--- config.mk ---
export PLATFORM = sky130hd
export DESIGN_NAME = knap_search
export DESIGN_NICKNAME = d
export VERILOG_FILES = /design/src/rtl/knap_pkg.sv /design/src/rtl/knap_search_eval.sv /design/src/rtl/knap_search.sv
export SDC_FILE = /design/constraint.sdc
export NUM_CORES = 1
export LEC_CHECK = 0
export CAP_MARGIN = 20
export CELL_PAD_IN_SITES_DETAIL_PLACEMENT = 1
export CELL_PAD_IN_SITES_GLOBAL_PLACEMENT = 2
export CORE_MARGIN = 2
export CORE_UTILIZATION = 42
export DETAILED_ROUTE_END_ITERATION = 7
export GPL_TIMING_DRIVEN = 0
export PLACE_DENSITY_LB_ADDON = 0.1
export SYNTH_ARGS = -nofsm -noshare
export SYNTH_HDL_FRONTEND = slang
export SYNTH_HIERARCHICAL = 1
export SYNTH_SLANG_ARGS = --single-unit
--- constraint.sdc ---
create_clock -name clk -period 13.4 [get_ports clk]
set_input_delay 2.68 -clock clk [delete_from_list [all_inputs] [get_ports clk]]
set_output_delay 2.68 -clock clk [all_outputs]
set_load 0.005 [all_outputs]
--- src/rtl/knap_pkg.sv ---
// ---------------------------------------------------------------------------
// knap_pkg
// Shared types and helpers for the knapsack subset search.
//   knap_state_e : search controller states
//   knap_item_t  : one (value, weight) table entry at the default widths
//   calc_sum_w   : width of totals/thresholds. The extra bits let the
//                  all-ones mask be summed without overflow.
// ---------------------------------------------------------------------------
package knap_pkg;

   localparam int KNAP_VAL_W = 8;
   localparam int KNAP_WT_W  = 8;

   typedef enum logic [1:0] {
      IDLE  = 2'd0,
      RUN   = 2'd1,
      DRAIN = 2'd2,
      DONE  = 2'd3
   } knap_state_e;

   typedef struct packed {
      logic [KNAP_VAL_W-1:0] value;
      logic [KNAP_WT_W-1:0]  weight;
   } knap_item_t;

   function automatic int calc_sum_w(input int n, input int vw, input int ww);
      return ((vw > ww) ? vw : ww) + $clog2(n + 1);
   endfunction

endpackage

--- src/rtl/knap_search_eval.sv ---
// ---------------------------------------------------------------------------
// knap_eval
// Purely combinational masked sum: total_value / total_weight are the sums
// of the item values / weights whose mask bit is set. Shared between the
// search pipeline and the stand-alone combinational validity checker.
// Ports:
//   mask         in  N_ITEMS        subset, bit i selects item i
//   values       in  VAL_W x N      item values
//   weights      in  WT_W  x N      item weights
//   total_value  out SUM_W          sum of selected values
//   total_weight out SUM_W          sum of selected weights
// ---------------------------------------------------------------------------
module knap_eval
   import knap_pkg::*;
#(
   parameter int N_ITEMS = 5,
   parameter int VAL_W   = 8,
   parameter int WT_W    = 8,
   parameter int SUM_W   = calc_sum_w(N_ITEMS, VAL_W, WT_W)
) (
   input  logic [N_ITEMS-1:0] mask,
   input  logic [VAL_W-1:0]   values  [N_ITEMS],
   input  logic [WT_W-1:0]    weights [N_ITEMS],
   output logic [SUM_W-1:0]   total_value,
   output logic [SUM_W-1:0]   total_weight
);

   always_comb begin
      total_value  = '0;
      total_weight = '0;
      for (int i = 0; i < N_ITEMS; i++) begin
         if (mask[i]) begin
            total_value  = total_value  + SUM_W'(values[i]);
            total_weight = total_weight + SUM_W'(weights[i]);
         end
      end
   end

endmodule

--- src/rtl/knap_search.sv ---
// ---------------------------------------------------------------------------
// knap_search
// Sequential knapsack search. Enumerates every subset mask of a loadable
// item table, one mask per cycle, through a two-stage pipeline
// (stage 1: masked totals, stage 2: feasibility test and best update), and
// reports the best feasible subset plus the number of feasible subsets.
// Optional build macro KNAP_EARLY_EXIT_EN: stop at the first feasible subset.
// Ports:
//   clk, rst_n         clock, asynchronous active-low reset
//   item_we/idx/value/weight  item table write port (ignored while busy)
//   min_value, max_weight     feasibility thresholds, sampled at start
//   start              start request (ignored while busy or in DONE)
//   busy               search in progress
//   done               one-cycle pulse when results are final
//   found, best_mask, best_value, best_weight, valid_count   results
// ---------------------------------------------------------------------------
module knap_search
   import knap_pkg::*;
#(
   parameter int N_ITEMS = 5,
   parameter int VAL_W   = 8,
   parameter int WT_W    = 8,
   localparam int SUM_W  = calc_sum_w(N_ITEMS, VAL_W, WT_W),
   localparam int IDX_W  = (N_ITEMS > 1) ? $clog2(N_ITEMS) : 1
) (
   input  logic               clk,
   input  logic               rst_n,
   input  logic               item_we,
   input  logic [IDX_W-1:0]   item_idx,
   input  logic [VAL_W-1:0]   item_value,
   input  logic [WT_W-1:0]    item_weight,
   input  logic [SUM_W-1:0]   min_value,
   input  logic [SUM_W-1:0]   max_weight,
   input  logic               start,
   output logic               busy,
   output logic               done,
   output logic               found,
   output logic [N_ITEMS-1:0] best_mask,
   output logic [SUM_W-1:0]   best_value,
   output logic [SUM_W-1:0]   best_weight,
   output logic [N_ITEMS:0]   valid_count
);

   knap_state_e          state_q;
   logic [N_ITEMS-1:0]   mask_q;
   logic [SUM_W-1:0]     min_val_q;
   logic [SUM_W-1:0]     max_wt_q;
   logic [VAL_W-1:0]     tbl_val [N_ITEMS];
   logic [WT_W-1:0]      tbl_wt  [N_ITEMS];

   logic [SUM_W-1:0]     sum_val;
   logic [SUM_W-1:0]     sum_wt;
   logic [SUM_W-1:0]     tot_val_p1;
   logic [SUM_W-1:0]     tot_wt_p1;
   logic [N_ITEMS-1:0]   mask_p1;
   logic                 vld_p1;
   logic                 vld_p2;
   logic                 feas_p1;

   // Item table: frozen while a search is running.
   always_ff @(posedge clk or negedge rst_n) begin
      if (!rst_n) begin
         for (int i = 0; i < N_ITEMS; i++) begin
            tbl_val[i] <= '0;
            tbl_wt[i]  <= '0;
         end
      end else if (item_we && !busy && (int'(item_idx) < N_ITEMS)) begin
         tbl_val[item_idx] <= item_value;
         tbl_wt[item_idx]  <= item_weight;
      end
   end

   // ---- stage 1: masked totals of the issued mask ----
   knap_eval #(
      .N_ITEMS (N_ITEMS),
      .VAL_W   (VAL_W),
      .WT_W    (WT_W),
      .SUM_W   (SUM_W)
   ) u_eval (
      .mask         (mask_q),
      .values       (tbl_val),
      .weights      (tbl_wt),
      .total_value  (sum_val),
      .total_weight (sum_wt)
   );

   always_ff @(posedge clk) begin
      tot_val_p1 <= sum_val;
      tot_wt_p1  <= sum_wt;
      mask_p1    <= mask_q;
   end

   // ---- stage 2: feasibility test and result update ----
   assign feas_p1 = (tot_val_p1 >= min_val_q) && (tot_wt_p1 <= max_wt_q);

`ifndef KNAP_EARLY_EXIT_EN
   // Masks arrive in ascending order, so a strict comparison keeps the
   // lower mask on a full tie.
   logic better_p1;
   assign better_p1 = !found || (tot_val_p1 > best_value) ||
                      ((tot_val_p1 == best_value) && (tot_wt_p1 < best_weight));
`endif

   always_ff @(posedge clk or negedge rst_n) begin
      if (!rst_n) begin
         state_q     <= IDLE;
         mask_q      <= '0;
         min_val_q   <= '0;
         max_wt_q    <= '0;
         vld_p1      <= 1'b0;
         vld_p2      <= 1'b0;
         busy        <= 1'b0;
         done        <= 1'b0;
         found       <= 1'b0;
         best_mask   <= '0;
         best_value  <= '0;
         best_weight <= '0;
         valid_count <= '0;
      end else begin
         done   <= 1'b0;
         vld_p1 <= 1'b0;
         vld_p2 <= vld_p1;

         case (state_q)
            IDLE: begin
               if (start) begin
                  min_val_q   <= min_value;
                  max_wt_q    <= max_weight;
                  found       <= 1'b0;
                  best_mask   <= '0;
                  best_value  <= '0;
                  best_weight <= '0;
                  valid_count <= '0;
                  mask_q      <= '0;
                  busy        <= 1'b1;
                  state_q     <= RUN;
               end
            end
            RUN: begin
               vld_p1 <= 1'b1;
               mask_q <= mask_q + 1'b1;
               if (&mask_q) state_q <= DRAIN;
            end
            DRAIN: begin
               if (!vld_p1 && !vld_p2) begin
                  done    <= 1'b1;
                  busy    <= 1'b0;
                  state_q <= DONE;
               end
            end
            default: state_q <= IDLE;
         endcase

`ifdef KNAP_EARLY_EXIT_EN
         // First hit wins; empty both stages so DRAIN exits next cycle.
         if (vld_p1 && feas_p1 && !found) begin
            found       <= 1'b1;
            best_mask   <= mask_p1;
            best_value  <= tot_val_p1;
            best_weight <= tot_wt_p1;
            valid_count <= (N_ITEMS+1)'(1);
            vld_p1      <= 1'b0;
            vld_p2      <= 1'b0;
            state_q     <= DRAIN;
         end
`else
         if (vld_p1 && feas_p1) begin
            valid_count <= valid_count + 1'b1;
            found       <= 1'b1;
            if (better_p1) begin
               best_mask   <= mask_p1;
               best_value  <= tot_val_p1;
               best_weight <= tot_wt_p1;
            end
         end
`endif
      end
   end

endmodule

==> results.py <==
metrics = {
    "pwr": {
        "internal_power_mw": 2.11,
        "p_comb_share_pct": 62.4,
        "clock_power_share_pct": 13.1,
        "p_sw_mw": 1.64,
        "p_sw_share_pct": 43.7,
        "seq_power_share_pct": 24.5,
        "power.density_mw_per_mm2": 283,
        "ir_worst_vdd_mv": 0.0983,
        "power_mw": 3.74,
        "total_leakage_power_nw": 5.83,
    },
    "timing": {
        "tns_ns": 0,
        "timing.final.setup_violations": 0,
        "postLayoutSetupSlackWorst_ns": 5.96,
        "worstMarginPinSlew_ns": 0.864,
        "max-slew-margin-rel_pct": 42.4,
        "min_period_over_period_pct": 55.6,
        "maxSlewViolCount": 0,
        "finalHoldViolations": 0,
        "min_period_ns": 7.44,
        "grt_setup_unrepaired": "no",
        "final.setup_skew_ns": 0.0190,
        "holdWs_ns": 0.429,
        "fmax_ghz": 0.134,
    },
    "logic_synthesis": {
        "async_flop_share_pct": 84.5,
        "ys.warnings.count": 6,
        "synth_xor_xnor_area_share_pct": 2.92,
        "share_of_synthesized_area_spent_on_multiplexers_pct": 15.4,
        "netlist_area_mm2": 0.0114,
        "synth_sequential_area_ratio_pct": 37.0,
        "synth_compound_gate_area_share_pct": 14.5,
        "synth_simple_gate_area_share_pct": 11.5,
        "synth_flop_cell": "dfrtp_1",
        "number_of_synthesized_flops_with_an_enable_pin": 0,
        "yosys_register_bits": 174,
        "synthesis.instances": 1141,
        "post_synth_main_area_contributors": "dfrtp_1, mux2_2, ha_1",
        "synth_fp_nets": 1305,
        "synth_top_family_by_area": "multiplexers",
        "yosys.area_share.adder_pct": 13.7,
        "synth.top_cell.area_share_pct": 32.3,
        "average_cell_area_after_synthesis_um2": 9.99,
        "synth.largest_area_cell": "dfrtp_1",
        "synth.lib_cells_used.distinct": 75,
    },
    "global_route": {
        "grt_first_pass_wirelength_um": 47500,
        "groute.usage.overall_pct": 21.2,
        "antenna_violations_before_repair": 0,
        "global_route.overflow_total": 0,
        "grt_start_max_net_pins": 84,
        "grt_pass1_vias": 8906,
    },
    "clock_network": {
        "clk_root_buffer_cell": "clkbuf_16",
        "cts.hold.buffers_added": 0,
        "post_cts_resize_count": 0,
        "post-cts-setup-buffers": 0,
        "clock_sinks": 174,
        "worstSkewPairLatency_ns": 0.45,
        "cts_made_buffers": 17,
        "clk_pin_slew_worst_paths_ns": 0.07,
        "cts_max_level": 4,
        "cts.path.max_buffers": 2,
        "tritoncts": "yes",
    },
    "detailed_routing": {
        "route.detailed.vias_per_inst": 5.46,
        "drc_errors": 0,
        "route.antenna.remaining_nets": 0,
        "routed_wirelength_um": 28900,
        "detail_route.first_pass.iterations": 5,
        "routedWlPerCell_um": 18.1,
        "via_count": 8701,
        "detailedRoute.firstIterationViolations": 404,
    },
    "critical_path": {
        "crit_path_max_fanout": 14,
        "worstPathRequired_ns": 13.72,
        "critical_path_buf_inv_count": 2,
        "path_delay_family": "compound AO/OA/AOI/OAI gates",
        "critical-path-max-stage-delay_ns": 0.79,
        "timing.critical_path.to_type": "register",
        "worst_path_max_delay_cell": "dfrtp_1",
        "critical_path_arrival_ns": 7.76,
        "setup.worst_path.start_class": "register",
        "critical_path_class": "reg2reg",
        "critical-path-top-cell-by-count": "ha_1",
    },
    "place": {
        "placedCellCount": 1563,
        "place.detailed.hpwl_um": 22800,
        "post_dp_cell_area_mm2": 0.0127,
        "placement.setup.worst_slack_ns": 6.07,
        "place.port_buffers": 80,
        "place_congestion": 0.843,
    },
    "floorplan": {
        "initial_utilization_pct": 42.5,
        "core_area_mm2": 0.0268,
        "pin_count": 81,
        "dieWidth_um": 169,
        "placement_rows": 60,
        "die-height_um": 169,
        "die_area_mm2": 0.0285,
    },
    "final_layout": {
        "count_of_non_filler_cells_in_the_finished_layout": 1595,
        "diodes": 0,
        "area_growth_syn_to_layout_pct": 16.0,
        "final_stage_net_count": 1405,
        "final_common_cell": "dfrtp_1",
        "layout-drive-gt1-share_pct": 14.6,
        "final_area_mm2": 0.0132,
        "final_cell_mix": "dfrtp_1, mux2_2, ha_1",
        "final_core_utilization_pct": 49.3,
    },
    "run_status": {
        "run_status": "finished, final reports clean",
    },
    "min_path": {
        "worst_hold_path_type": "reg2reg",
    },
    "run": {
        "maxCapViolations": 0,
    },
}
## state kept, by name, summed over array words and instances, names as in the netlist, 11 cells and up
| name | cells |
|---|---|
| tot_wt_p1 | 11 |
| tot_val_p1 | 11 |
| best_weight | 11 |
| best_value | 11 |
| tbl_wt | 40 |
| min_val_q | 11 |
| max_wt_q | 11 |
| tbl_val | 40 |
## layer usage
| metal | vias up | global-route usage [%] | wire [um] |
|---|---|---|---|
| met5 | - | 0 | 0 |
| met4 | 0 | 5.02 | 396 |
| met3 | 21 | 2.95 | 830 |
| met2 | 113 | 35.7 | 13500 |
| met1 | 4265 | 29.1 | 14100 |
| li1 | 4302 | - | - |
## final timing paths
path	to	cells past startpoint	start	slack, ns
worst max-delay path	tot_val_p1[9]$_DFF_P_	30	mask_q[0]$_DFFE_PN0P_	5.96
worst min-delay path	best_mask[4]$_DFF_PN0_	2	mask_p1[4]$_DFF_P_	0.43
worst max register to register	tot_val_p1[9]$_DFF_P_	30	mask_q[0]$_DFFE_PN0P_	5.96
worst min register to register	best_mask[4]$_DFF_PN0_	2	mask_p1[4]$_DFF_P_	0.43
max in group asynchronous	tbl_wt[6]$_DFFE_PN0P_	2	rst_n	10.30
min in group asynchronous	max_wt_q[3]$_DFFE_PN0P_	1	rst_n	2.22
## cell families after synthesis
kind of cell	count (synthesis)
AOI/OAI and AO/OA	246
and+or+nand+nor	267
adders and majority gates	120
muxes	160
DFF	174
xor gates and xnor gates	38
buffers and inverters	136
## power groups by stage
stage          combinational (mW)  clock [mW]  sequential [mW]
2_1_floorplan                1.79           0            0.871
3_3_place_gp                 2.28           0            0.923
3_5_place_dp                 2.32           0            0.932
4_1_cts                      2.35       0.507            0.921
5_1_grt                      2.65       0.530            0.949
6_report                     2.34       0.491            0.917
## cell type report
class | instances | area (um^2)
clock inverter | 11 | 96.3
clock buffer | 21 | 472
fill | 3009 | 13600
sequential | 174 | 4220
multi-input combinational | 831 | 6610
timing repair buffer | 81 | 830
buffer | 30 | 171
inverter | 106 | 398
tap | 341 | 427
## worst register-to-register path, delay by kind of cell (launching register included)
family	cells	cell delay (ns)
AOI/OAI and AO/OA	12	2.22
DFF	1	0.79
buffers and inverters	2	0.68
adders and majority gates	5	1.69
and+or+nand+nor	11	1.92
## cells in the mapped netlist, drive strengths merged, types with 4 or more instances
cell type,count
a211oi,13
fa,8
mux2i,33
nor3,20
nand3,26
o2bb2ai,4
o21ai,57
and2,8
nand4,11
and3,6
mux2,127
inv,105
nand2b,6
xnor2,24
clkbuf,21
nand2,88
a21oi,60
o211ai,7
o21bai,4
nor2,52
dfrtp,147
a31oi,12
o21a,17
buf,9
xor2,14
ha,111
nand3b,6
a21o,25
nor2b,20
dfxtp,27
nor3b,5
o31a,7
o31ai,8
or3,9
(Power assumes the default switching activity.)
